<file path="src/rtl/img_pkg.sv">
// rtl/img_pkg.sv - shared constants and FSM encoding for the frame downscaler
package img_pkg;

    localparam logic MODE_NEAREST = 1'b0;
    localparam logic MODE_AVG     = 1'b1;

    localparam int DEF_IN_W  = 160;
    localparam int DEF_IN_H  = 120;
    localparam int DEF_PIX_W = 8;

    typedef enum logic [2:0] {
        ST_IDLE,
        ST_READ,
        ST_DRAIN,
        ST_WRITE,
        ST_DONE
    } state_t;

endpackage

</file>
<file path="src/rtl/downscale_addr_gen.sv">
// rtl/downscale_addr_gen.sv - output pixel and block sample counters with address generation
module downscale_addr_gen
    import img_pkg::*;
#(
    parameter int IN_W      = DEF_IN_W,
    parameter int IN_H      = DEF_IN_H,
    parameter int MAX_SHIFT = 2,
    parameter int AW        = $clog2(IN_W*IN_H),
    localparam int SW       = $clog2(MAX_SHIFT+1)
) (
    input  logic          clk,
    input  logic          rst_n,
    input  logic [SW-1:0] shift,
    input  logic          mode,
    input  logic          sample_adv,
    input  logic          pixel_adv,
    output logic [AW-1:0] rd_addr,
    output logic [AW-1:0] wr_addr,
    output logic          last_sample,
    output logic          last_pixel
);

    localparam int DW = MAX_SHIFT;
    localparam logic [AW-1:0] IN_W_A = AW'(IN_W);
    localparam logic [AW-1:0] IN_H_A = AW'(IN_H);
    localparam logic [AW-1:0] ONE_A  = AW'(1);

    logic [AW-1:0] ox_q, ox_d, oy_q, oy_d, wa_q, wa_d;
    logic [DW-1:0] dx_q, dx_d, dy_q, dy_d;
    logic [DW-1:0] bmax;
    logic [AW-1:0] out_w, out_h, ix, iy;

    always_comb begin
        bmax        = (mode == MODE_AVG) ? DW'((32'd1 << shift) - 32'd1) : '0;
        out_w       = IN_W_A >> shift;
        out_h       = IN_H_A >> shift;
        ix          = (ox_q << shift) + AW'(dx_q);
        iy          = (oy_q << shift) + AW'(dy_q);
        rd_addr     = iy * IN_W_A + ix;
        wr_addr     = wa_q;
        last_sample = (dx_q == bmax) && (dy_q == bmax);
        last_pixel  = (ox_q == out_w - ONE_A) && (oy_q == out_h - ONE_A);
    end

    // All counters wrap to zero after the last pixel, so IDLE always starts from origin.
    always_comb begin
        dx_d = dx_q;
        dy_d = dy_q;
        ox_d = ox_q;
        oy_d = oy_q;
        wa_d = wa_q;
        if (sample_adv) begin
            if (dx_q == bmax) begin
                dx_d = '0;
                dy_d = (dy_q == bmax) ? '0 : dy_q + 1'b1;
            end else begin
                dx_d = dx_q + 1'b1;
            end
        end
        if (pixel_adv) begin
            wa_d = last_pixel ? '0 : wa_q + ONE_A;
            if (ox_q == out_w - ONE_A) begin
                ox_d = '0;
                oy_d = (oy_q == out_h - ONE_A) ? '0 : oy_q + ONE_A;
            end else begin
                ox_d = ox_q + ONE_A;
            end
        end
    end

    always_ff @(posedge clk) begin
        if (!rst_n) begin
            dx_q <= '0;
            dy_q <= '0;
            ox_q <= '0;
            oy_q <= '0;
            wa_q <= '0;
        end else begin
            dx_q <= dx_d;
            dy_q <= dy_d;
            ox_q <= ox_d;
            oy_q <= oy_d;
            wa_q <= wa_d;
        end
    end

endmodule

</file>
<file path="src/rtl/img_downscale.sv">
// rtl/img_downscale.sv - power-of-two frame downscaler, nearest or box average
module img_downscale
    import img_pkg::*;
#(
    parameter int IN_W      = DEF_IN_W,
    parameter int IN_H      = DEF_IN_H,
    parameter int PIX_W     = DEF_PIX_W,
    parameter int MAX_SHIFT = 2,
    parameter int RD_LAT    = 1,
    parameter int AW        = $clog2(IN_W*IN_H),
    localparam int SW       = $clog2(MAX_SHIFT+1)
) (
    input  logic             clk,
    input  logic             rst_n,
    input  logic             start,
    input  logic [SW-1:0]    shift,
    input  logic             mode,
    output logic             rd_en,
    output logic [AW-1:0]    rd_addr,
    input  logic [PIX_W-1:0] rd_data,
    output logic             wr_valid,
    input  logic             wr_ready,
    output logic [AW-1:0]    wr_addr,
    output logic [PIX_W-1:0] wr_data,
    output logic             busy,
    output logic             done,
    output logic             cfg_err
);

    localparam int ACC_W = PIX_W + 2*MAX_SHIFT;
    localparam logic [SW-1:0]     MAX_S    = SW'(MAX_SHIFT);
    localparam logic [RD_LAT-1:0] PIPE_TOP = RD_LAT'(1) << (RD_LAT - 1);

    state_t state_q, state_d;
    logic [SW-1:0]     shift_q, shift_d;
    logic              mode_q, mode_d;
    logic              rd_en_q, rd_en_d, wr_valid_q, wr_valid_d;
    logic              busy_q, busy_d, done_q, done_d, cfg_err_q, cfg_err_d;
    logic [AW-1:0]     rd_addr_q, rd_addr_d, wr_addr_q, wr_addr_d;
    logic [PIX_W-1:0]  wr_data_q, wr_data_d;
    logic [ACC_W-1:0]  acc_q, acc_d, acc_sum;
    logic [RD_LAT-1:0] rd_pipe_q, rd_pipe_d;
    logic              last_iss_q, last_iss_d, last_pix_q, last_pix_d;
    logic              start_ok, ret_valid, more_pending, sample_adv, pixel_adv;
    logic [SW:0]       shamt;
    logic [AW-1:0]     gen_rd_addr, gen_wr_addr;
    logic              gen_last_sample, gen_last_pixel;

    downscale_addr_gen #(
        .IN_W      (IN_W),
        .IN_H      (IN_H),
        .MAX_SHIFT (MAX_SHIFT),
        .AW        (AW)
    ) u_addr_gen (
        .clk         (clk),
        .rst_n       (rst_n),
        .shift       (shift_d),
        .mode        (mode_d),
        .sample_adv  (sample_adv),
        .pixel_adv   (pixel_adv),
        .rd_addr     (gen_rd_addr),
        .wr_addr     (gen_wr_addr),
        .last_sample (gen_last_sample),
        .last_pixel  (gen_last_pixel)
    );

    // Config is fed to the address generator pre-register so the first sample of a frame sees it.
    always_comb begin
        shift_d   = shift_q;
        mode_d    = mode_q;
        start_ok  = 1'b0;
        cfg_err_d = 1'b0;
        if (state_q == ST_IDLE && start) begin
            if (shift > MAX_S) begin
                cfg_err_d = 1'b1;
            end else begin
                start_ok = 1'b1;
                shift_d  = shift;
                mode_d   = mode;
            end
        end
    end

    always_comb begin
        rd_pipe_d    = (rd_pipe_q << 1) | RD_LAT'(rd_en_q);
        ret_valid    = rd_pipe_q[RD_LAT-1];
        more_pending = |(rd_pipe_q & ~PIPE_TOP);
        acc_sum      = acc_q + (ret_valid ? {{(2*MAX_SHIFT){1'b0}}, rd_data} : '0);
        shamt        = (mode_q == MODE_AVG) ? {shift_q, 1'b0} : '0;
    end

    always_comb begin
        state_d    = state_q;
        rd_en_d    = 1'b0;
        rd_addr_d  = rd_addr_q;
        wr_valid_d = wr_valid_q;
        wr_addr_d  = wr_addr_q;
        wr_data_d  = wr_data_q;
        busy_d     = busy_q;
        done_d     = 1'b0;
        acc_d      = acc_sum;
        last_iss_d = last_iss_q;
        last_pix_d = last_pix_q;
        sample_adv = 1'b0;
        pixel_adv  = 1'b0;
        case (state_q)
            ST_IDLE: begin
                if (start_ok) begin
                    busy_d     = 1'b1;
                    state_d    = ST_READ;
                    rd_en_d    = 1'b1;
                    rd_addr_d  = gen_rd_addr;
                    sample_adv = 1'b1;
                    last_iss_d = gen_last_sample;
                end
            end
            ST_READ: begin
                if (last_iss_q) begin
                    state_d = ST_DRAIN;
                end else begin
                    rd_en_d    = 1'b1;
                    rd_addr_d  = gen_rd_addr;
                    sample_adv = 1'b1;
                    last_iss_d = gen_last_sample;
                end
            end
            ST_DRAIN: begin
                // Pixel counters step here so the next block's first read can issue on acceptance.
                if (ret_valid && !more_pending) begin
                    state_d    = ST_WRITE;
                    wr_valid_d = 1'b1;
                    wr_data_d  = PIX_W'(acc_sum >> shamt);
                    wr_addr_d  = gen_wr_addr;
                    last_pix_d = gen_last_pixel;
                    pixel_adv  = 1'b1;
                    acc_d      = '0;
                end
            end
            ST_WRITE: begin
                if (wr_ready) begin
                    wr_valid_d = 1'b0;
                    if (last_pix_q) begin
                        state_d = ST_DONE;
                        done_d  = 1'b1;
                        busy_d  = 1'b0;
                    end else begin
                        state_d    = ST_READ;
                        rd_en_d    = 1'b1;
                        rd_addr_d  = gen_rd_addr;
                        sample_adv = 1'b1;
                        last_iss_d = gen_last_sample;
                    end
                end
            end
            ST_DONE: begin
                state_d = ST_IDLE;
            end
            default: begin
                state_d = ST_IDLE;
            end
        endcase
    end

    always_ff @(posedge clk) begin
        if (!rst_n) begin
            state_q    <= ST_IDLE;
            shift_q    <= '0;
            mode_q     <= MODE_NEAREST;
            rd_en_q    <= 1'b0;
            rd_addr_q  <= '0;
            wr_valid_q <= 1'b0;
            wr_addr_q  <= '0;
            wr_data_q  <= '0;
            busy_q     <= 1'b0;
            done_q     <= 1'b0;
            cfg_err_q  <= 1'b0;
            acc_q      <= '0;
            rd_pipe_q  <= '0;
            last_iss_q <= 1'b0;
            last_pix_q <= 1'b0;
        end else begin
            state_q    <= state_d;
            shift_q    <= shift_d;
            mode_q     <= mode_d;
            rd_en_q    <= rd_en_d;
            rd_addr_q  <= rd_addr_d;
            wr_valid_q <= wr_valid_d;
            wr_addr_q  <= wr_addr_d;
            wr_data_q  <= wr_data_d;
            busy_q     <= busy_d;
            done_q     <= done_d;
            cfg_err_q  <= cfg_err_d;
            acc_q      <= acc_d;
            rd_pipe_q  <= rd_pipe_d;
            last_iss_q <= last_iss_d;
            last_pix_q <= last_pix_d;
        end
    end

    assign rd_en    = rd_en_q;
    assign rd_addr  = rd_addr_q;
    assign wr_valid = wr_valid_q;
    assign wr_addr  = wr_addr_q;
    assign wr_data  = wr_data_q;
    assign busy     = busy_q;
    assign done     = done_q;
    assign cfg_err  = cfg_err_q;

endmodule

</file>
<file path="config.mk">
export PLATFORM = sky130hd
export DESIGN_NAME = img_downscale
export DESIGN_NICKNAME = d
export VERILOG_FILES = /design/src/rtl/img_pkg.sv /design/src/rtl/downscale_addr_gen.sv /design/src/rtl/img_downscale.sv
export SDC_FILE = /design/constraint.sdc
export NUM_CORES = 1
export LEC_CHECK = 0
export ABC_AREA = 0
export ABC_CLOCK_PERIOD_IN_PS = 8400
export BUFFER_PORTS_ARGS = -buffer_cell sky130_fd_sc_hd__buf_2
export CORE_MARGIN = 3
export CORE_UTILIZATION = 45
export CTS_CLUSTER_DIAMETER = 120
export DETAILED_ROUTE_END_ITERATION = 6
export SETUP_SLACK_MARGIN = 0.05
export SLEW_MARGIN = 15
export SYNTH_ARGS = -nofsm -noshare
export SYNTH_HDL_FRONTEND = slang
export SYNTH_SLANG_ARGS = --single-unit
</file>
<file path="constraint.sdc">
create_clock -name clk -period 8.4 [get_ports clk]
set_input_delay 1.68 -clock clk [delete_from_list [all_inputs] [get_ports clk]]
set_output_delay 1.68 -clock clk [all_outputs]
set_load 0.005 [all_outputs]
</file>
==> run summary <==
area leader, netlist = dfxtp_1
Clock Sinks = 113
vias in the first global route = 6120
setup_tns = 0 ns
final net count = 1034
RSZ-0062 raised after global routing = no
Fill cells = 1594
DRC = 0
Worst-path clk slew = 0.06 ns
cells after synthesis = 932
H-tree depth = 4
post-route cell area = 0.00839 mm2
top cells by area, synth = dfxtp_1 31%, ha_1 7.8%, nand2_1 5.4%, a21oi_1 5.1%, xor2_1 4.9%
Global Route Usage Sum = 20.8%
Seq/Total Area, Yosys = 30.6%
Initial Utilization = 46.2%
drt via density = 5.54
status = completed
MaxCap Viol Count = 0
kind of critical path = primary input to flop
router iterations before antenna repair = 6
post-cts resize count = 0
#FFs+latches synth = 113
hpwl dp = 13500 um
Worst EP required = 8.72 ns
CP arrival = 7.74 ns
area of the multi-input gates = 0.00478 mm2
synth cell count leaders = 113 x dfxtp_1, 106 x nand2_1, 88 x nor2_1
CTS Hold Buffers Added = 0
Tot Pwr = 1.50 mW
number of enable flip-flop cells after synthesis = 0
first-pass GRT wire length = 30700 um
area of placed instances = 0.00782 mm2
minimum clock period = 7.42 ns
fraction of registers with async set/reset = 0%
post-synth top area share = 30.6%
Synth Warn # = 0
Worst Hold Class = flop to flop
via count = 6639
Achievable Freq = 135 MHz
post-CTS setup buffers = 0
Tightest Pin Transition = 1.05 ns
share of layout cells above drive strength 1 = 12.7%
Max VDD drop = 0.145 mV
synthesized area = 0.00739 mm2
final wirelength = 18500 um
DIE AREA = 0.0180 mm2
most common cell in the netlist = dfxtp_1
clk_lat worst skew = 0.42 ns
Routed WL per cell = 15.4 um
final hold violations = 0
fin crit share = 88.3%
final core utilization = 52.5%
crit end category = flop
CTS max path bufs = 2
clk root buf = clkbuf_16
post-route ant nets = 0
FF/Latch Area = 0.00226 mm2
Synth cell types = 76
GP Congestion = 0.864
mean post-synth cell area = 7.93 um2
core region area = 0.0160 mm2
Slew HR = 30.0%
IO Pins = 58
Cell Rows = 46
max-slew violation count = 0
total CTS buffers = 17
initial antenna violation count = 1
setup violators final = 0
CTS tree = yes
syn nets = 997
largest net degree at the start of global routing = 39
port bufs = 57
Worst Skew = 0.0149 ns
Chip Height = 134 um
dominant synthesized flop cell = dfxtp_1
Power Density = 179 mW/mm2
Leak = 3.45 nW
Congestion Overflow GR = 0
area delta synth->final = 13.6%
startpoint types = primary input
crit path max fanout = 6
die outline width = 134 um
initial DRC count = 385
## worst max-delay path, cell delays in order
cell and delay [ns]:
buf_2 0.11, or4b_1 0.47, o21ai_0 0.51, nand2_1 0.26
clkinv_1 0.10, or2_2 0.13, inv_1 0.04, ha_1 0.26
a21oi_1 0.33, o21ai_0 0.13, nand2b_1 0.09, a31oi_1 0.06
or3_1 0.40, ha_1 0.29, ha_1 0.22, fa_1 0.40
xor2_1 0.18, ha_1 0.39, a21oi_1 0.33, nor2b_1 0.14
o21ai_0 0.24, nor2b_1 0.25, a31oi_1 0.12, o41a_1 0.13
and2_1 0.17, a311oi_1 0.27
## power breakdown
part | leakage, nW | total (mW) | internal, mW | switching, mW
registers | 0.914 | 0.571 | 0.554 | 0.0164
clock network | 0.284 | 0.693 | 0.414 | 0.279
logic | 2.25 | 0.239 | 0.0907 | 0.148
total | 3.45 | 1.50 | 1.06 | 0.443
## cells in the final DEF, fill, tap and decap left out, types with 4 or more instances in the layout
cell type and count:
a211oi_1 9, a21o_1 8, a21oi_1 76, a31oi_1 15, and2_1 15, and3_1 23, buf_2 57, buf_4 10
clkbuf_16 17, clkinv_4 4, dfxtp_1 113, fa_1 4, ha_1 46, inv_1 36, inv_6 8, mux2_2 4
mux2i_1 17, nand2_1 106, nand2b_1 11, nand3_1 31, nand3b_1 5, nand4_1 16, nor2_1 88, nor2b_1 8
nor3_1 18, nor4_1 9, o211ai_1 18, o21ai_0 39, o21bai_1 5, or2_2 5, or3_1 11, xnor2_1 35
xor2_1 41
## logic make-up after synthesis
family / share of synthesized area (%)
flip-flops: 30.6
XOR/XNOR: 9.01
adder cells (fa/ha/maj): 8.88
buffers and inverters: 4.71
multiplexers: 3.22
AO/OA/AOI/OAI: 20.0
AND/OR/NAND/NOR: 23.6
## sequential cells by signal, summed over array words and instances (netlist names), 2 cells and up
name	count
u_addr_gen.ox_q	15
u_addr_gen.wr_addr	15
shift_q	2
rd_addr	15
u_addr_gen.oy_q	15
u_addr_gen.dx_q	2
wr_addr	15
state_q	3
u_addr_gen.dy_q	2
wr_data	8
acc_q	12
## routing by layer
metal | up-vias | GRT usage [%] | wire length [um]
met5 | - | 0 | 0
met4 | 0 | 6.22 | 307
met3 | 24 | 4.24 | 986
met2 | 176 | 30.7 | 7880
met1 | 3047 | 30.5 | 9280
li1 | 3392 | - | -
## cell type report
cell class	instances	area share, %
Multi-Input combinational cell	731	57.0
Sequential cell	113	26.9
Clock buffer	17	5.07
Timing Repair Buffer	67	4.29
Tap cell	216	3.22
Inverter	39	1.74
Clock inverter	15	1.73
Antenna cell	1	0.0298
## path summary, 6_finish.rpt
path	slack (ns)	startpoint	depth (start not counted)	end
worst max-delay path	0.98	start	26	rd_addr[14]
worst min-delay path	0.44	rd_addr[4]	2	rd_addr[4]
worst min register to register	0.44	rd_addr[4]	2	rd_addr[4]
worst max register to register	1.78	state_q[0]	25	rd_addr[14]
## through the flow
| step | cells | hold WS [ns] | worst slack [ns] |
|---|---|---|---|
| CTS | 1198 | 0.449 | 1.13 |
| global placement | 1166 | 0.437 | 0.880 |
| floorplan | 932 | 0.444 | 0.943 |
| finish | 1199 | 0.443 | 0.980 |
| global route | 1199 | 0.472 | 0.439 |
| detailed placement | 1166 | 0.442 | 0.714 |
Power figures use the tool's default switching activity.
